`src/rtl/ps2_host_tx.sv`:
```
// PS/2 host-to-device transmitter. Holds CLK low to inhibit, requests to send
// with the start bit on DAT, then shifts one byte (LSB first), odd parity and
// stop on device-generated CLK falls, samples the device ACK and waits for
// both lines to return high. A watchdog aborts the transfer when the device
// stops clocking. Outputs are registered open-drain pull-down enables.
module ps2_host_tx #(
  parameter int unsigned INHIBIT = 2500,
  parameter int unsigned TIMEOUT = 375000,
  parameter int unsigned FILTER  = 8
) (
  input  logic       clock,
  input  logic       reset_n,
  input  logic       start,
  input  logic [7:0] data,
  input  logic       ps_clk,
  input  logic       ps_dat,
  output logic       clk_oe,
  output logic       dat_oe,
  output logic       busy,
  output logic       done,
  output logic       error
);

  localparam int unsigned TW = $clog2(TIMEOUT + 1);
  localparam int unsigned IW = (INHIBIT > 1) ? $clog2(INHIBIT) : 1;
  localparam int unsigned FW = (FILTER > 1) ? $clog2(FILTER) : 1;
  localparam logic [TW-1:0] TO_LAST  = TW'(TIMEOUT - 1);
  localparam logic [IW-1:0] INH_LAST = IW'(INHIBIT - 1);
  localparam logic [FW-1:0] FLT_LAST = FW'(FILTER - 1);
  localparam logic          INH_ONE  = (INHIBIT == 1);

  typedef enum logic [2:0] {
    S_IDLE,
    S_INHIBIT,
    S_REQ,
    S_DATA,
    S_ACK,
    S_WAITHI
  } state_t;

  logic          r_clk_s1, r_clk_s2, r_dat_s1, r_dat_s2;
  logic          r_clk_filt;
  logic [FW-1:0] r_fcnt;
  logic          w_fall;

  state_t        r_state, w_state_n;
  logic [7:0]    r_data, w_data_n;
  logic [3:0]    r_bit, w_bit_n;
  logic [TW-1:0] r_cnt, w_cnt_n;
  logic [IW-1:0] r_inh, w_inh_n;
  logic          r_clk_oe, w_clk_oe_n;
  logic          r_dat_oe, w_dat_oe_n;
  logic          r_busy, w_busy_n;
  logic          r_done, w_done_n;
  logic          r_error, w_error_n;
  logic          w_tx_bit;
  logic          w_watch;
  logic          w_timeout;

  // Two-stage synchronizers for the asynchronous pin levels (idle high).
  always_ff @(posedge clock or negedge reset_n) begin
    if (!reset_n) begin
      r_clk_s1 <= 1'b1;
      r_clk_s2 <= 1'b1;
      r_dat_s1 <= 1'b1;
      r_dat_s2 <= 1'b1;
    end else begin
      r_clk_s1 <= ps_clk;
      r_clk_s2 <= r_clk_s1;
      r_dat_s1 <= ps_dat;
      r_dat_s2 <= r_dat_s1;
    end
  end

  // CLK deglitch: the filtered level follows only after FILTER equal samples.
  always_ff @(posedge clock or negedge reset_n) begin
    if (!reset_n) begin
      r_clk_filt <= 1'b1;
      r_fcnt     <= '0;
    end else if (r_clk_s2 == r_clk_filt) begin
      r_fcnt <= '0;
    end else if (r_fcnt == FLT_LAST) begin
      r_clk_filt <= r_clk_s2;
      r_fcnt     <= '0;
    end else begin
      r_fcnt <= r_fcnt + 1'b1;
    end
  end

  assign w_fall = r_clk_filt & ~r_clk_s2 & (r_fcnt == FLT_LAST);

  // Bit placed on DAT for frame position r_bit: data, odd parity, stop.
  always_comb begin
    w_tx_bit = 1'b1;
    case (r_bit)
      4'd0, 4'd1, 4'd2, 4'd3,
      4'd4, 4'd5, 4'd6, 4'd7: w_tx_bit = r_data[r_bit[2:0]];
      4'd8:                   w_tx_bit = ~^r_data;
      default:                w_tx_bit = 1'b1;
    endcase
  end

  // FSM state, frame registers and registered line/status outputs.
  always_ff @(posedge clock or negedge reset_n) begin
    if (!reset_n) begin
      r_state  <= S_IDLE;
      r_data   <= '0;
      r_bit    <= '0;
      r_cnt    <= '0;
      r_inh    <= '0;
      r_clk_oe <= 1'b0;
      r_dat_oe <= 1'b0;
      r_busy   <= 1'b0;
      r_done   <= 1'b0;
      r_error  <= 1'b0;
    end else begin
      r_state  <= w_state_n;
      r_data   <= w_data_n;
      r_bit    <= w_bit_n;
      r_cnt    <= w_cnt_n;
      r_inh    <= w_inh_n;
      r_clk_oe <= w_clk_oe_n;
      r_dat_oe <= w_dat_oe_n;
      r_busy   <= w_busy_n;
      r_done   <= w_done_n;
      r_error  <= w_error_n;
    end
  end

  // Next-state and next-output logic; the watchdog abort overrides the state
  // decisions in every device-clocked state.
  always_comb begin
    w_state_n  = r_state;
    w_data_n   = r_data;
    w_bit_n    = r_bit;
    w_cnt_n    = r_cnt;
    w_inh_n    = r_inh;
    w_clk_oe_n = r_clk_oe;
    w_dat_oe_n = r_dat_oe;
    w_busy_n   = r_busy;
    w_done_n   = 1'b0;
    w_error_n  = r_error;

    w_watch   = (r_state == S_REQ) || (r_state == S_DATA) ||
                (r_state == S_ACK) || (r_state == S_WAITHI);
    w_timeout = w_watch && !w_fall && (r_cnt == TO_LAST);

    if (w_watch) begin
      w_cnt_n = w_fall ? '0 : r_cnt + 1'b1;
    end

    case (r_state)
      S_IDLE: begin
        w_clk_oe_n = 1'b0;
        w_dat_oe_n = 1'b0;
        if (start && !r_done) begin
          w_data_n   = data;
          w_busy_n   = 1'b1;
          w_error_n  = 1'b0;
          w_inh_n    = '0;
          w_clk_oe_n = 1'b1;
          w_dat_oe_n = INH_ONE;
          w_state_n  = S_INHIBIT;
        end
      end
      S_INHIBIT: begin
        if (r_inh == INH_LAST) begin
          w_clk_oe_n = 1'b0;
          w_dat_oe_n = 1'b1;
          w_cnt_n    = '0;
          w_bit_n    = '0;
          w_state_n  = S_REQ;
        end else begin
          w_inh_n    = r_inh + 1'b1;
          w_clk_oe_n = 1'b1;
          w_dat_oe_n = (r_inh == INH_LAST - 1'b1);
        end
      end
      S_REQ, S_DATA: begin
        if (w_fall) begin
          if (r_bit == 4'd9) begin
            w_dat_oe_n = 1'b0;
            w_state_n  = S_ACK;
          end else begin
            w_dat_oe_n = ~w_tx_bit;
            w_bit_n    = r_bit + 4'd1;
            w_state_n  = S_DATA;
          end
        end
      end
      S_ACK: begin
        if (w_fall) begin
          w_error_n = r_dat_s2;
          w_state_n = S_WAITHI;
        end
      end
      S_WAITHI: begin
        if (r_clk_filt && r_dat_s2) begin
          w_done_n  = 1'b1;
          w_busy_n  = 1'b0;
          w_state_n = S_IDLE;
        end
      end
      default: w_state_n = S_IDLE;
    endcase

    if (w_timeout) begin
      w_clk_oe_n = 1'b0;
      w_dat_oe_n = 1'b0;
      w_error_n  = 1'b1;
      w_done_n   = 1'b1;
      w_busy_n   = 1'b0;
      w_state_n  = S_IDLE;
    end
  end

  assign clk_oe = r_clk_oe;
  assign dat_oe = r_dat_oe;
  assign busy   = r_busy;
  assign done   = r_done;
  assign error  = r_error;

endmodule
```
`config.mk`:
```
export PLATFORM = sky130hd
export DESIGN_NAME = ps2_host_tx
export DESIGN_NICKNAME = d
export VERILOG_FILES = /design/src/rtl/ps2_host_tx.sv
export SDC_FILE = /design/constraint.sdc
export NUM_CORES = 1
export LEC_CHECK = 0
export CORE_UTILIZATION = 35
export CTS_BUF_LIST = sky130_fd_sc_hd__clkbuf_4
export DETAILED_ROUTE_END_ITERATION = 12
export SLEW_MARGIN = 20
export SYNTH_ARGS = -nofsm -noshare
export SYNTH_HDL_FRONTEND = slang
export SYNTH_SLANG_ARGS = --single-unit
export TNS_END_PERCENT = 30
```
`constraint.sdc`:
```
create_clock -name clock -period 5.5 [get_ports clock]
set_input_delay 0.825 -clock clock [delete_from_list [all_inputs] [get_ports clock]]
set_output_delay 0.825 -clock clock [all_outputs]
set_load 0.01 [all_outputs]
```
# After elaboration in Yosys (flattened, before gate mapping)
# Index checks and enable logic that the tools add are counted.
# op_classes
addsub	4
mul	0
div_mod_pow	0
n_lt_le_gt_ge	1
eq_ne	29
n_shift	0
mux	44
bitwise_logic	5
n_reduce_logical	28
# ops
op	n
2-to-1 mux 19 bit	4
2-to-1 mux 3 bit	9
equality test 12 bit (second input constant)	2
2-to-1 mux 12 bit	2
case mux 12 bit (2 select lines)	1
adder 19 x 1 -> 19 bit (second input constant)	1
equality test 19 bit (second input constant)	1
2-to-1 mux 1 bit	17
equality test 4 x 3 -> 1 bit (second input constant)	4
case mux 3 bit (5 select lines)	1
adder 12 x 1 -> 12 bit (second input constant)	1
2-to-1 mux 4 bit	3
!= test 3 bit (second input constant)	4
!= test 2 bit (second input constant)	5
equality test 3 bit (second input constant)	3
AND reduction 3 bit	3
nonzero test 3 bit	3
equality test 4 x 2 -> 1 bit (second input constant)	2
equality test 4 bit (second input constant)	2
case mux 1 bit (2 select lines)	4
case mux 4 bit (2 select lines)	1
OR reduction 8 bit	1
XNOR reduction 8 bit	1
equality test 3 x 2 -> 1 bit (second input constant)	2
22 further kinds	34
# totals
ff_bits	59
latch_bits	0
ram_bits	0
mem_bits_ro	0
input_bits	13
output_inout_bits	5
memories	0

# Logic depth before layout (Yosys ltp)
# depth
word_depth	8
ltp_mapped	8
ltp_nobuf	7

# Worst setup path before layout
# No wires, ideal clock.
# synth_timing
path_kind	reg-to-reg
start	register r_cnt[14]
end	register r_dat_oe, in the netlist dat_oe
arrival_ns	1.851
setup_slack_ns	3.511
stages_incl_launch_ff	6
n_path_buf	0
synth_period_minus_slack_ns	1.989
path_cell_list	dfrtp_1 nand3b_1 or4_4 nor4_4 nor3b_1 or4_1
# synth_between
elab_chain_len	4
word_cells_on_any_way	6
# synth_lines
item	line	text
start, declared	49	logic [TW-1:0] r_cnt, w_cnt_n;
start signal, assigned	120	r_cnt <= w_cnt_n;
equality test 19 bit (*)	146	w_timeout = w_watch && !w_fall && (r_cnt == TO_LAST);
logical AND 1 bit (*)	146	
!= test 3 bit (no source line) or nonzero test 4 bit (tied branches)	-	
AND reduction 2 bit (no source line)	-	
end signal, assigned	123	r_dat_oe <= w_dat_oe_n;
end, declared	52	logic r_dat_oe, w_dat_oe_n;
# Mark *: on every way between the ends. The rest lies on a longest branch, timed or not.
# A chain may end at the register's enable or synchronous reset.

# Worst setup path after layout
# layout_timing
start	register r_fcnt[0]
end	register r_dat_oe, in the netlist dat_oe
# layout_between
elab_chain_len	7
word_cells_on_any_way	9
# layout_lines
item	line	text
start, declared	43	logic [FW-1:0] r_fcnt;
start signal, assigned	86	r_fcnt <= r_fcnt + 1'b1;
equality test 3 bit (*)	90	assign w_fall = r_clk_filt & ~r_clk_s2 & (r_fcnt == FLT_LAST);
bitwise AND 1 bit (*)	90	
zero test 1 bit	146	
logical AND 1 bit (2 in series)	146	
!= test 3 bit (no source line) or nonzero test 4 bit (tied branches)	-	
AND reduction 2 bit (no source line)	-	
# Marked as above.

==> results.json <==
{
  "core_area_um2": 9200,
  "cpPeakStageDelay_ns": 0.55,
  "synth_area_um2": 3300,
  "synth_enable_flop_cells": 0,
  "drt_wl_total_um": 7110,
  "r2r_setup_slack_ns": 2.84,
  "cp.buffers_inverters": 0,
  "timing.critical_path.fanout_max": 18,
  "synth_top_family_by_area": "simple AND/OR/NAND/NOR gates",
  "post_syn_instances": 360,
  "drt_first_pass_iters": 4,
  "wl_per_cell_um": 14.5,
  "synth_fp_nets": 383,
  "grt_pass1_vias": 2620,
  "ctsResizeCount": 0,
  "static-leakage-power_uw": 0.00154,
  "timing.clock.skew_ns": 0.0151,
  "numCtsBuffers": 9,
  "post_synth_num_cell_types": 54,
  "htreeDepth": 3,
  "diodes": 0,
  "clock_pin_slew_on_the_worst_setup_and_hold_paths_ns": 0.10,
  "total_power_uw": 1390,
  "setup.worst_path.class": "reg2reg",
  "worst_slew_margin_rel_pct": 49.3,
  "final.min_clock_period_ns": 2.66,
  "proportion_of_synthesized_area_in_mux_cells_pct": 2.96,
  "place.detailed.hpwl_um": 4750,
  "synth_area_leaders": "dfrtp_1, nand2_1, dfstp_2",
  "dieWidth_um": 99.1,
  "yosys_most_used_dff": "dfrtp_1",
  "io_buffer_count": 17,
  "grt_max_degree": 60,
  "max_freq_ghz": 0.376,
  "synth-simple-area-share_pct": 28.1,
  "synthXorXnorAreaFrac_pct": 4.74,
  "timing.critical_path.required_ns": 5.79,
  "worst_hold_slack_across_all_endpoints_ns": 0.361,
  "drive_gt1_share_pct": 9.74,
  "avgSynthCellArea_um2": 9.17,
  "initial_utilization_pct": 35.9,
  "critical_path.slowest_cell": "nor4_4",
  "synth.ff_latch_count": 59,
  "post_drt_via_cell_ratio": 5.51,
  "globalRouteOverflowTotal": 0,
  "synth-compound-area-share_pct": 12.0,
  "hold_path.class": "reg2reg",
  "cp_cell_sequence": "ha_1, ha_1, nand2_1, nand2_2, nor4_4, nor3b_1, or4_1",
  "crit_arrival_ns": 2.95,
  "yosys.area.top_type": "dfrtp_1",
  "holdBufCountCts": 0,
  "finalHoldViolations": 0,
  "async_flop_share_pct": 100,
  "boundaryPins": 18,
  "timing.final.setup_violations": 0,
  "power.density_cell_area_nw_per_um2": 378,
  "std_cell_rows": 35,
  "fp.dieH_um": 99.1,
  "post_drt_antenna_nets": 0,
  "clock_insertion_delay_worst_skew_ns": 0.42,
  "share_of_synthesized_cell_area_in_full_adder_half_adder_and_majority_cells_pct": 3.79,
  "grt_first_pass_wirelength_um": 12500,
  "area_delta_synth_final_pct": 11.3,
  "vdd.ir_drop.worst_mv": 0.229,
  "share_of_the_yosys_chip_area_belonging_to_registers_pct": 44.9,
  "weighted_congestion_at_the_end_of_routability_driven_global_placement": 0.793,
  "drt_drc_violations_left": 0,
  "overall_die_area_um2": 9820,
  "slew_violations": 0,
  "utilization_pct": 39.9,
  "cts_tree": "yes",
  "grt_antenna_before_repair": 0,
  "finalSetupTns_ns": 0,
  "run_status": "complete, no violations",
  "timing.critical_path.from_type": "register",
  "cts_setup_buffers": 0,
  "netlist.area_leader.share_pct": 40.9,
  "path_delay_family": "simple AND/OR/NAND/NOR gates",
  "synth.yosys.warnings": 0,
  "num-fill-cells": 931,
  "cts_max_path_buffers": 2,
  "dpl.cell_count": 475,
  "number_of_drc_markers_after_the_initial_detailed_route_iteration": 293,
  "min_period_over_period_pct": 48.4,
  "count_of_maximum_capacitance_violations": 0,
  "most_used_cell_cp": "ha_1",
  "timing.critical_path.to_type": "register",
  "finish.net_count": 398,
  "worst_slew_pin_slew_ns": 0.761,
  "rsz0062_at_grt": "false",
  "tritoncts_num_sinks": 59,
  "grtUsageTotal_pct": 16.0,
  "routed-via-count": 2706,
  "clock-root-buffer": "clkbuf_4",
  "instances_no_fill": 491
}
-- cell usage after synthesis (all sizes together), types with 3 or more instances --
cell type,count
nand2,52
nand3b,5
ha,10
nor3b,4
or3,6
inv,7
a31oi,8
buf,4
nor2b,6
nand3,21
mux2i,3
clkbuf,13
xnor2,10
nor3,11
and3,5
a21oi,24
nor4,4
or4,4
dfrtp,54
dfstp,5
nor2,33
nand4,13
a22oi,3
o21ai,18
and2,6
xor2,7
-- where the power goes --
part	switching [uW]	internal, uW
Clock	168	132
Sequential	133	552
Combinational	204	200
-- metrics by stage --
stage | setup WS (ns) | cell area [um^2]
2_1_floorplan | 3.51 | 3300
3_3_place_gp | 2.94 | 3550
3_5_place_dp | 2.85 | 3550
4_1_cts | 2.82 | 3670
5_1_grt | 2.54 | 3670
6_report | 2.84 | 3670
-- cell type report --
cell class | instances | area (um^2) | share of cell area, %
clock buffers | 9 | 67.6 | 1.84
clock inverters | 7 | 58.8 | 1.60
inverters | 7 | 26.3 | 0.716
multi-input cells | 277 | 1700 | 46.4
flip-flops and latches | 59 | 1480 | 40.4
well taps | 111 | 139 | 3.78
repair buffers | 21 | 195 | 5.32
-- worst reg2reg max path, cell delays in order, from the launching register on --
cell and delay [ns]:
dfrtp_1 0.40, ha_1 0.21, ha_1 0.22, nand2_1 0.33
nand2_2 0.31, nor4_4 0.56, nor3b_1 0.10, or4_1 0.40
-- sequential cells by signal, indices dropped and copies added (netlist names), 3 cells and up --
register	cells
r_cnt	19
r_inh	12
r_bit	4
r_data	8
r_state	3
r_fcnt	3
-- kinds of logic after synthesis --
kind of cell,after synthesis
flops,59
compound gates,66
xor+xnor,17
mux,7
buf+inv,24
simple gates,177
fa+ha+maj,10
-- routing by layer --
metal  vias to the layer above  GRT usage [%]  share of wire, %
li1                       1321              -                 -
met2                        59           25.3                48
met1                      1315           21.4                46
met3                        11           2.67               4.2
met4                         0           8.26               1.6
met5                         -              0                 0
-- layout by cell type (no fill, tap or decap), types with 4 or more instances in the layout --
| cell | netlist | final |
|---|---|---|
| dfrtp_1 | 54 | 54 |
| nand3_1 | 21 | 21 |
| o21ai_0 | 18 | 18 |
| nor2_1 | 33 | 33 |
| nand3b_1 | 5 | 5 |
| or3_1 | 5 | 5 |
| buf_4 | 0 | 4 |
| nand4_1 | 13 | 13 |
| and2_1 | 5 | 5 |
| clkdlybuf4s50_1 | 0 | 16 |
| xor2_1 | 6 | 6 |
| a31oi_1 | 8 | 8 |
| nor2b_1 | 6 | 6 |
| and3_1 | 5 | 5 |
| xnor2_1 | 10 | 10 |
| nand2_1 | 51 | 51 |
| ha_1 | 10 | 10 |
| nor3b_1 | 4 | 4 |
| nor3_1 | 9 | 9 |
| clkbuf_4 | 0 | 9 |
| inv_1 | 7 | 7 |
| dfstp_2 | 5 | 5 |
| a21oi_1 | 24 | 24 |
-- final timing paths --
check | start | to | cells after the start
max | r_fcnt[0] | dat_oe | 7
min | r_dat_s1 | r_dat_s2 | 0
min in group asynchronous | reset_n | r_cnt[9] | 2
min reg2reg | r_dat_s1 | r_dat_s2 | 0
max in group asynchronous | reset_n | r_inh[6] | 2
max reg2reg | r_fcnt[0] | dat_oe | 7
No activity file was read; power rests on OpenSTA's default activity.
